$ cat src/rtl/benes_req_sequencer.sv
// benes_req_sequencer: latches a request batch, then streams one grant
// index per output handshake, lowest-numbered request first.
//
// Ports:
//   clk, rst_n          clock, async active-low reset
//   in_valid/in_ready   batch handshake, in_req = request vector
//   out_valid/out_ready grant handshake
//   out_idx, out_last   current grant index, final-grant flag
//   grant_cnt           grants completed in the current batch
//   done                one-cycle pulse when a batch finishes
module benes_req_sequencer #(
    parameter int N     = 4,
    parameter int IDX_W = $clog2(N)
) (
    input  logic             clk,
    input  logic             rst_n,
    input  logic             in_valid,
    input  logic [N-1:0]     in_req,
    output logic             in_ready,
    output logic             out_valid,
    input  logic             out_ready,
    output logic [IDX_W-1:0] out_idx,
    output logic             out_last,
    output logic [IDX_W:0]   grant_cnt,
    output logic             done
);

    typedef enum logic [1:0] {
        IDLE  = 2'b01,
        GRANT = 2'b10
    } state_t;

    state_t           state_q, state_d;
    logic [N-1:0]     pending_q, pending_d;
    logic [IDX_W:0]   grant_cnt_q, grant_cnt_d;
    logic             done_q, done_d;

    logic [IDX_W-1:0] low_idx;
    logic [N-1:0]     pending_m1;
    logic             one_left;

    // Scan from the top so the lowest set bit wins.
    always_comb begin
        low_idx = '0;
        for (int i = N - 1; i >= 0; i--) begin
            if (pending_q[i]) begin
                low_idx = IDX_W'(i);
            end
        end
    end

    // p & (p-1) clears the lowest set bit; zero result means one bit left.
    assign pending_m1 = pending_q - {{(N-1){1'b0}}, 1'b1};
    assign one_left   = (pending_q != '0) &&
                        ((pending_q & pending_m1) == '0);

    always_comb begin
        state_d     = state_q;
        pending_d   = pending_q;
        grant_cnt_d = grant_cnt_q;
        done_d      = 1'b0;
        in_ready    = 1'b0;
        out_valid   = 1'b0;
        out_idx     = '0;
        out_last    = 1'b0;
        case (state_q)
            IDLE: begin
                in_ready = 1'b1;
                if (in_valid) begin
                    grant_cnt_d = '0;
                    if (in_req != '0) begin
                        pending_d = in_req;
                        state_d   = GRANT;
                    end else begin
                        done_d = 1'b1;
                    end
                end
            end
            GRANT: begin
                out_valid = 1'b1;
                out_idx   = low_idx;
                out_last  = one_left;
                if (out_ready) begin
                    pending_d   = pending_q & pending_m1;
                    grant_cnt_d = grant_cnt_q + {{IDX_W{1'b0}}, 1'b1};
                    if (one_left) begin
                        state_d = IDLE;
                        done_d  = 1'b1;
                    end
                end
            end
            default: begin
                state_d   = IDLE;
                pending_d = '0;
            end
        endcase
    end

    always_ff @(posedge clk or negedge rst_n) begin
        if (!rst_n) begin
            state_q     <= IDLE;
            pending_q   <= '0;
            grant_cnt_q <= '0;
            done_q      <= 1'b0;
        end else begin
            state_q     <= state_d;
            pending_q   <= pending_d;
            grant_cnt_q <= grant_cnt_d;
            done_q      <= done_d;
        end
    end

    assign grant_cnt = grant_cnt_q;
    assign done      = done_q;

endmodule

$ cat config.mk
export PLATFORM = sky130hd
export DESIGN_NAME = benes_req_sequencer
export DESIGN_NICKNAME = d
export VERILOG_FILES = /design/src/rtl/benes_req_sequencer.sv
export SDC_FILE = /design/constraint.sdc
export NUM_CORES = 1
export LEC_CHECK = 0
export BUFFER_PORTS_ARGS = -buffer_cell sky130_fd_sc_hd__buf_4
export CORE_ASPECT_RATIO = 0.9
export CORE_MARGIN = 5
export CORE_UTILIZATION = 40
export CTS_CLUSTER_SIZE = 20
export DETAILED_ROUTE_END_ITERATION = 10
export SLEW_MARGIN = 15
export SYNTH_ARGS = -nofsm -noshare
export SYNTH_HDL_FRONTEND = slang
export SYNTH_SLANG_ARGS = --single-unit
$ cat constraint.sdc
create_clock -name clk -period 2.7 [get_ports clk]
set_clock_uncertainty 0.2 [all_clocks]
set_input_delay 0.27 -clock clk [delete_from_list [all_inputs] [get_ports clk]]
set_output_delay 0.27 -clock clk [all_outputs]
set_load 0.01 [all_outputs]
==> results.toml, run 1 <==
[die]
core_um2 = 1500
die_y_um = 48.2
dieArea_um2 = 2520
num_rows = 13
die_w_um = 52.4
ios = 17
start_util_pct = 43.2

[synth]
synth_seq_cells = 10
synth.distinct_cells = 29
synth_top_area_share_pct = 34.8
yosysWarnings = 0
synthCells = 66
synth_seq_area_share_pct = 38.9
syn_nets = 77
netlist_top_cells_area = "dfrtp_1 35%, ha_1 5.8%, a22o_1 5.4%, o21ai_0 4.6%, dfstp_2 4.1%"
synth_top_cell_by_area = "dfrtp_1"
synthArstFlopShare_pct = 100
syn_area_um2 = 647
synth_edf_count = 0
avgSynthCellArea_um2 = 9.80
synth_ff_type = "dfrtp_1"

[routing]
wl_per_cell_um = 13.0
drt_iter0_drc = 13
drc_errors = 0
vias = 533
vias_per_cell = 4.94
ant_nets = 0
routed_wl_mm = 1.41
first_pass_iters = 4

[layout]
fin_nets = 98
finalNonFillerCells = 108
final_util_pct = 55.9
drive_gt1_share_pct = 30.2
syn_to_final_growth_pct = 29.4
antenna_cells = 0

[cts]
clock_sinks = 10
cts_made_buffers = 3
cts-resized-gates = 0
clock_latency_ns = 0.28
clock_path_buffers = 2
cts_tree = "yes"
htreeDepth = 1
cts-root-buf = "clkbuf_4"
cts.clk_slew.worst_paths_ns = 0.08

[worst_setup_path]
cp_slowest_stage_delay_ns = 0.53
critPathKind = "flop to flop"
critical_path.max_fanout = 8
critPathCaptureType = "flop"
cp_cell_sequence = "ha_1 > or4b_4 > o221ai_4 > a21o_4 > mux2_4"
arrival_ns = 2.28
start_kind = "flop"
crit_required_ns = 2.67
crit_path_top_delay_cell = "dfstp_2"
cp_top_family = "flip-flops"
cp_num_buf_inv = 0

[placement]
port_buffers = 16
dp.cells = 103
place_congestion = 0.812
dp.final_hpwl_mm = 1.05
pre_cts_slack_ns = 0.384

[global_routing]
grt_pass1_vias = 528
grt-ovfl-total = 0
grt_pass1_wl_mm = 2.42
antenna_found_initial = 0
grt_max_degree = 11
grt_use_total_pct = 13.5

[timing]
period_share_pct = 85.4
fmax_ghz = 0.434
layout_setup_ws_ns = 0.393
worst_pin_slew_ns = 0.499
fin_crit_ns = 2.31
finalHoldViolCount = 0
setup-tns-final_ns = 0
slew_violations = 0
rsz0062_at_grt = "false"
setup_viol = 0
maxSlewHeadroom_pct = 66.6

[min_path]
hp-class = "primary input to flop"

[job]
cap_violations = 0

[run_status]
status = "completed"

[power_and_ir_drop]
p_leak_nw = 0.378
ir_drop_uv = 619
total_power_uw = 915
cellPowerDensity_nw_per_um2 = 1090
-- worst reg2reg max path: stages, from the launching register on --
cell	delay, ns
dfstp_2	0.53
ha_1	0.28
or4b_4	0.52
o221ai_4	0.24
a21o_4	0.14
mux2_4	0.29
-- metrics by stage --
step | area (µm²) | hold slack [ns]
3_3_place_gp | 791 | -0.0905
5_1_grt | 837 | 0.0275
2_1_floorplan | 647 | -0.226
3_5_place_dp | 791 | -0.0880
6_report | 837 | 0.0185
4_1_cts | 837 | 0.0183
-- synth_stat cells (all sizes together), types with 2 or more instances --
cell and count:
a22o 4, o21ai 6, nand3 2, nor2 6, inv 6, nand2 5, ha 3, nand3b 2
nor4b 2, o21bai 2, dfrtp 9, a21oi 2
-- repair_timing --
action,in CTS,in global routing
hold buffers,1,0
setup buffers,0,0
hold endpoints to repair,10,0
endpoints found under the setup margin,0,0
-- registers in the layout, indices dropped and copies added (netlist names) --
name and count:
state_q 2, done 1, grant_cnt 3, pending_q 4
-- per-layer routing --
layer,vias to the layer above,track usage (%),wire length (µm)
met3,2,6.12,89
met4,0,3.06,11
met1,237,16.4,680
met2,14,22.3,626
li1,280,-,-
met5,-,0,0
-- path summary, 6_finish.rpt --
path,from,endpoint,cells past startpoint,slack (ns)
worst max-delay path,state_q[0],state_q[1],5,0.39
worst min-delay path,in_req[2],pending_q[2],2,0.02
worst max register to register,state_q[0],state_q[1],5,0.39
worst min register to register,state_q[0],state_q[0],2,0.31
max in group asynchronous,rst_n,state_q[0],2,1.91
min in group asynchronous,rst_n,grant_cnt[2],2,0.16
-- where the power goes --
part,switching (mW),internal (mW)
combinational,0.251,0.248
clock,0.0622,0.0821
sequential,0.0626,0.209
-- area by class of cell --
| cell class | instances | area (µm²) |
|---|---|---|
| flip-flops and latches | 10 | 251 |
| fillers | 143 | 659 |
| clock buffers | 4 | 36.3 |
| inverters | 6 | 22.5 |
| multi-input cells | 49 | 369 |
| repair buffers | 17 | 130 |
| well taps | 22 | 27.5 |
-- cell usage in the layout (no fill, tap or decap), drive strengths merged --
| master | n |
|---|---|
| nand2 | 5 |
| o311ai | 1 |
| or4b | 1 |
| nor4b | 2 |
| a22o | 4 |
| a31oi | 1 |
| o21ai | 6 |
| o21bai | 2 |
| nand3 | 2 |
| nor2b | 1 |
| mux2i | 1 |
| nand3b | 2 |
| dlygate4sd3 | 1 |
| a21o | 1 |
| o2bb2ai | 1 |
| ha | 3 |
| o221ai | 1 |
| nor3 | 1 |
| dfstp | 1 |
| nand2b | 1 |
| xor2 | 1 |
| inv | 6 |
| dfrtp | 9 |
| buf | 16 |
| a211oi | 1 |
| a21oi | 2 |
| clkbuf | 4 |
| nor2 | 6 |
| or2b | 1 |
| mux2 | 1 |
| nor3b | 1 |
-- kinds of logic after synthesis --
logic type | count (synthesis) | synth area share (%)
simple gates | 23 | 20.9
compound gates | 20 | 25.1
flops | 10 | 38.9
buf+inv | 7 | 4.06
fa+ha+maj | 3 | 5.80
mux | 2 | 3.87
xor+xnor | 1 | 1.35
Note: power is estimated with default switching activity, not from simulation.
==> run 2: changes to the inputs <==
--- a/config.mk
+++ b/config.mk
@@ -5,7 +5,7 @@
 export SDC_FILE = /design/constraint.sdc
 export NUM_CORES = 1
 export LEC_CHECK = 0
-export BUFFER_PORTS_ARGS = -buffer_cell sky130_fd_sc_hd__buf_4
+export BUFFER_PORTS_ARGS = -buffer_cell sky130_fd_sc_hd__buf_2
 export CORE_ASPECT_RATIO = 0.9
 export CORE_MARGIN = 5
 export CORE_UTILIZATION = 40
==> results.toml, run 2 (same netlist as run 1, synthesis figures left out) <==
[run_status]
status = "completed"

[global_routing]
grt_use_total_pct = 12.5
grt_max_degree = 11
grt_pass1_vias = 518
grt-ovfl-total = 0
antenna_found_initial = 0
grt_pass1_wl_mm = 2.28

[power_and_ir_drop]
power.share.clock_pct = 15.6
ir_drop_uv = 572
power_frac_seq_pct = 30.8
cellPowerDensity_nw_per_um2 = 1110
p_int_uw = 518
comb_power_share_pct = 53.5
netSwitchingFraction_pct = 41.4
p_switching_uw = 365
p_leak_nw = 0.372

[routing]
dr_wl_met2_um = 566
ant_nets = 0
routed_wl_mm = 1.34
drc_errors = 0
vias = 530
wl_met1_um = 685
first_pass_iters = 4
vias_per_cell = 4.91
wl_per_cell_um = 12.4
met3_length_um = 85
highest_layer = "met3"
drt_iter0_drc = 4

[die]
ios = 17
start_util_pct = 43.2
die_y_um = 48.2
core_um2 = 1500
dieArea_um2 = 2520
die_w_um = 52.4
num_rows = 13

[layout]
largest_reg_flops = 4
final_common_cell = "buf_2"
final_cell_mix = "16 x buf_2, 9 x dfrtp_1, 6 x inv_1, 6 x nor2_1, 6 x o21ai_0"
fin_nets = 98
drive_gt1_share_pct = 30.2
finalNonFillerCells = 108
syn_to_final_growth_pct = 23.2
fillers = 151
top_register = "pending_q"
antenna_cells = 0

[timing]
period_share_pct = 85.1
worst_pin_slew_ns = 0.483
fmax_ghz = 0.435
rsz0062_at_grt = "false"
finalHoldViolCount = 0
setup_viol = 0
setup-tns-final_ns = 0
maxSlewHeadroom_pct = 67.6
holdWs_ns = 0.0342
slew_violations = 0
fin_crit_ns = 2.30

[worst_setup_path]
cp_top_family = "flip-flops"
r2r_slack_ns = 0.40
start_kind = "flop"
critPathCaptureType = "flop"
cp_num_buf_inv = 0
crit_required_ns = 2.66
crit_path_top_delay_cell = "dfstp_2"
critical_path.max_fanout = 8
cp_cell_sequence = "ha_1 > or4b_4 > o221ai_4 > a21o_4 > mux2_4"
arrival_ns = 2.26
critPathKind = "flop to flop"
cp_slowest_stage_delay_ns = 0.53

[placement]
port_buffers = 16
dp.cells = 103
dp.final_hpwl_mm = 1.05
place_congestion = 0.774

[job]
cap_violations = 0

[cts]
htreeDepth = 1
cts_made_buffers = 3
clock_sinks = 10
cts-root-buf = "clkbuf_4"
cts.clk_slew.worst_paths_ns = 0.08
clock_latency_ns = 0.27
cts-resized-gates = 0
clock_path_buffers = 2
cts_tree = "yes"

[min_path]
hp-class = "primary input to flop"
## run 2: cell counts in the layout (fill, tap and decap cells not counted)
No cell type changed its count.
## run 2: power groups by stage
stage / combinational [mW] / sequential, mW / clock (mW)
floorplan: 0.366 / 0.265 / 0
CTS: 0.482 / 0.272 / 0.143
finish: 0.473 / 0.272 / 0.138
global placement: 0.480 / 0.273 / 0
global route: 0.531 / 0.282 / 0.149
detailed placement: 0.478 / 0.274 / 0
## run 2: tightest hold or removal path: stages
cell     delay [ns]
buf_2          0.10
nand2_1        0.05
a21oi_1        0.05
## run 2: timing repair
action                    CTS  global route
buffers inserted            0             0
hold endpoints to repair   10             0
hold buffers                1             0
## run 2: final timing paths
check,from,to,depth (start not counted)
max,state_q[0],state_q[1],5
min,in_valid,done,3
max reg2reg,state_q[0],state_q[1],5
min reg2reg,state_q[0],state_q[0],2
max in group asynchronous,rst_n,state_q[0],2
min in group asynchronous,rst_n,grant_cnt[2],2
## run 2: layer usage
metal	vias up	track usage (%)
met4	0	1.53
met3	0	5.50
met1	232	15.9
met5	-	0
met2	14	20.5
li1	284	-
## run 2: cell type report
| type | count | area, µm² | share of cell area, % |
|---|---|---|---|
| Sequential cell | 10 | 251 | 31.6 |
| Inverter | 6 | 22.5 | 2.83 |
| Tap cell | 22 | 27.5 | 3.45 |
| Clock buffer | 4 | 36.3 | 4.55 |
| Timing Repair Buffer | 17 | 90.1 | 11.3 |
| Multi-Input combinational cell | 49 | 369 | 46.3 |
## run 2: per-stage QoR
step           utilization (%)  total power, mW  worst slack, ns  instance area [µm²]
2_1_floorplan                -            0.631            0.445                  647
3_3_place_gp              50.2            0.753            0.454                  751
3_5_place_dp              50.2            0.752            0.408                  751
4_1_cts                   53.3            0.896            0.395                  797
5_1_grt                   53.3            0.963            0.307                  797
6_report                  53.3            0.883            0.403                  797
==> run 3: changes to the inputs <==
--- a/config.mk
+++ b/config.mk
@@ -5,12 +5,13 @@
 export SDC_FILE = /design/constraint.sdc
 export NUM_CORES = 1
 export LEC_CHECK = 0
+export ABC_CLOCK_PERIOD_IN_PS = 2400
 export BUFFER_PORTS_ARGS = -buffer_cell sky130_fd_sc_hd__buf_2
-export CORE_ASPECT_RATIO = 0.9
 export CORE_MARGIN = 5
-export CORE_UTILIZATION = 40
+export CORE_UTILIZATION = 49
 export CTS_CLUSTER_SIZE = 20
 export DETAILED_ROUTE_END_ITERATION = 10
+export PLACE_DENSITY = 0.75
 export SLEW_MARGIN = 15
 export SYNTH_ARGS = -nofsm -noshare
 export SYNTH_HDL_FRONTEND = slang
==> constraint.sdc (replaced) <==
create_clock -name clk -period 2.4 [get_ports clk]
set_clock_uncertainty 0.2 [all_clocks]
set_input_delay 0.24 -clock clk [delete_from_list [all_inputs] [get_ports clk]]
set_output_delay 0.24 -clock clk [all_outputs]
set_load 0.01 [all_outputs]
==> results.toml, run 3 (same netlist as run 1, synthesis figures left out) <==
[run_status]
status = "completed"

[timing]
period_share_pct = 89.9
fin_crit_ns = 2.16
fmax_ghz = 0.463
worst_pin_slew_ns = 0.328
slew_violations = 0
maxSlewHeadroom_pct = 77.9
setup-tns-final_ns = 0
setup_viol = 0
rsz0062_at_grt = "false"
layout_setup_ws_ns = 0.242
finalHoldViolCount = 0

[routing]
vias = 547
first_pass_iters = 4
drt_iter0_drc = 16
drc_errors = 0
wl_per_cell_um = 13.3
vias_per_cell = 5.21
routed_wl_mm = 1.39
ant_nets = 0

[job]
cap_violations = 0

[cts]
cts-resized-gates = 0
cts_made_buffers = 3
cts_tree = "yes"
htreeDepth = 1
clock_latency_ns = 0.27
clock_path_buffers = 2
cts-root-buf = "clkbuf_4"
clock_sinks = 10
cts.clk_slew.worst_paths_ns = 0.07

[min_path]
hp-class = "primary input to flop"

[placement]
port_buffers = 16
pre_cts_slack_ns = 0.245
placed_cell_area_um2 = 764
place_congestion = 0.839
dp.final_hpwl_mm = 1.09

[layout]
drive_gt1_share_pct = 32.2
final_common_cell = "buf_2"
syn_to_final_growth_pct = 26.9
antenna_cells = 0
largest_reg_flops = 4
final_cell_mix = "16 x buf_2, 9 x dfrtp_1, 6 x inv_1, 6 x nor2_1, 6 x o21ai_0"
top_register = "pending_q"
fin_area_um2 = 821
fin_nets = 102

[global_routing]
grt_use_total_pct = 16.1
grt_pass1_wl_mm = 2.34
grt_max_degree = 11
grt-ovfl-total = 0
grt_pass1_vias = 568
antenna_found_initial = 0

[worst_setup_path]
arrival_ns = 2.11
r2r_slack_ns = 0.24
critPathKind = "flop to flop"
critPathCaptureType = "flop"
critical_path.max_fanout = 7
crit_required_ns = 2.35
start_kind = "flop"

[power_and_ir_drop]
cellPowerDensity_nw_per_um2 = 1280
p_leak_nw = 0.391
ir_drop_uv = 656

[die]
dieArea_um2 = 2150
core_um2 = 1270
die_w_um = 46.3
start_util_pct = 51.0
die_y_um = 46.3
ios = 17
num_rows = 13
## run 3: power breakdown
| part | internal (mW) | switching [mW] |
|---|---|---|
| combinational | 0.300 | 0.286 |
| sequential | 0.235 | 0.0740 |
| clock | 0.0921 | 0.0643 |
## run 3: layout make-up
class | count | area [µm²]
Tap cell | 15 | 18.8
Fill cell | 119 | 448
Sequential cell | 10 | 251
Clock buffer | 4 | 36.3
Inverter | 6 | 22.5
Timing Repair Buffer | 21 | 123
Multi-Input combinational cell | 49 | 369
## run 3: through the flow
stage | util (%) | hold slack, ns | power [mW] | std cells
2_1_floorplan | - | -0.256 | 0.709 | 66
3_3_place_gp | 60.3 | -0.0874 | 0.888 | 99
3_5_place_dp | 60.3 | -0.0797 | 0.902 | 99
4_1_cts | 64.7 | 0.00530 | 1.06 | 105
5_1_grt | 64.7 | 0.0218 | 1.14 | 105
6_report | 64.7 | 0.0124 | 1.05 | 105
## run 3: worst max-delay path, cell delays in order, from the launching register on
cell and delay [ns]:
dfstp_2 0.54, ha_1 0.15, or4b_4 0.49, o221ai_4 0.24, a21o_4 0.14, mux2_4 0.29
## run 3: metal layers
layer	part of all wire (%)	GRT usage, %	vias to the layer above
li1	-	-	285
met1	46	18.6	251
met2	48	25.5	9
met3	3.9	3.52	2
met4	1.3	12.5	0
met5	0	0	-
## run 3: final timing paths
check                            from            to  depth (start not counted)
hold / removal              in_req[3]  pending_q[3]                          2
setup / recovery           state_q[0]    state_q[1]                          5
setup reg to reg           state_q[0]    state_q[1]                          5
hold reg to reg            state_q[0]    state_q[0]                          2
max in group asynchronous       rst_n    state_q[0]                          2
min in group asynchronous       rst_n  grant_cnt[2]                          2
## run 3: repair_timing
item / CTS / global route
endpoints found under the setup margin: 0 / 0
setup buffers: 0 / 0
hold buffers: 2 / 0
endpoints found under the hold margin: 11 / 0
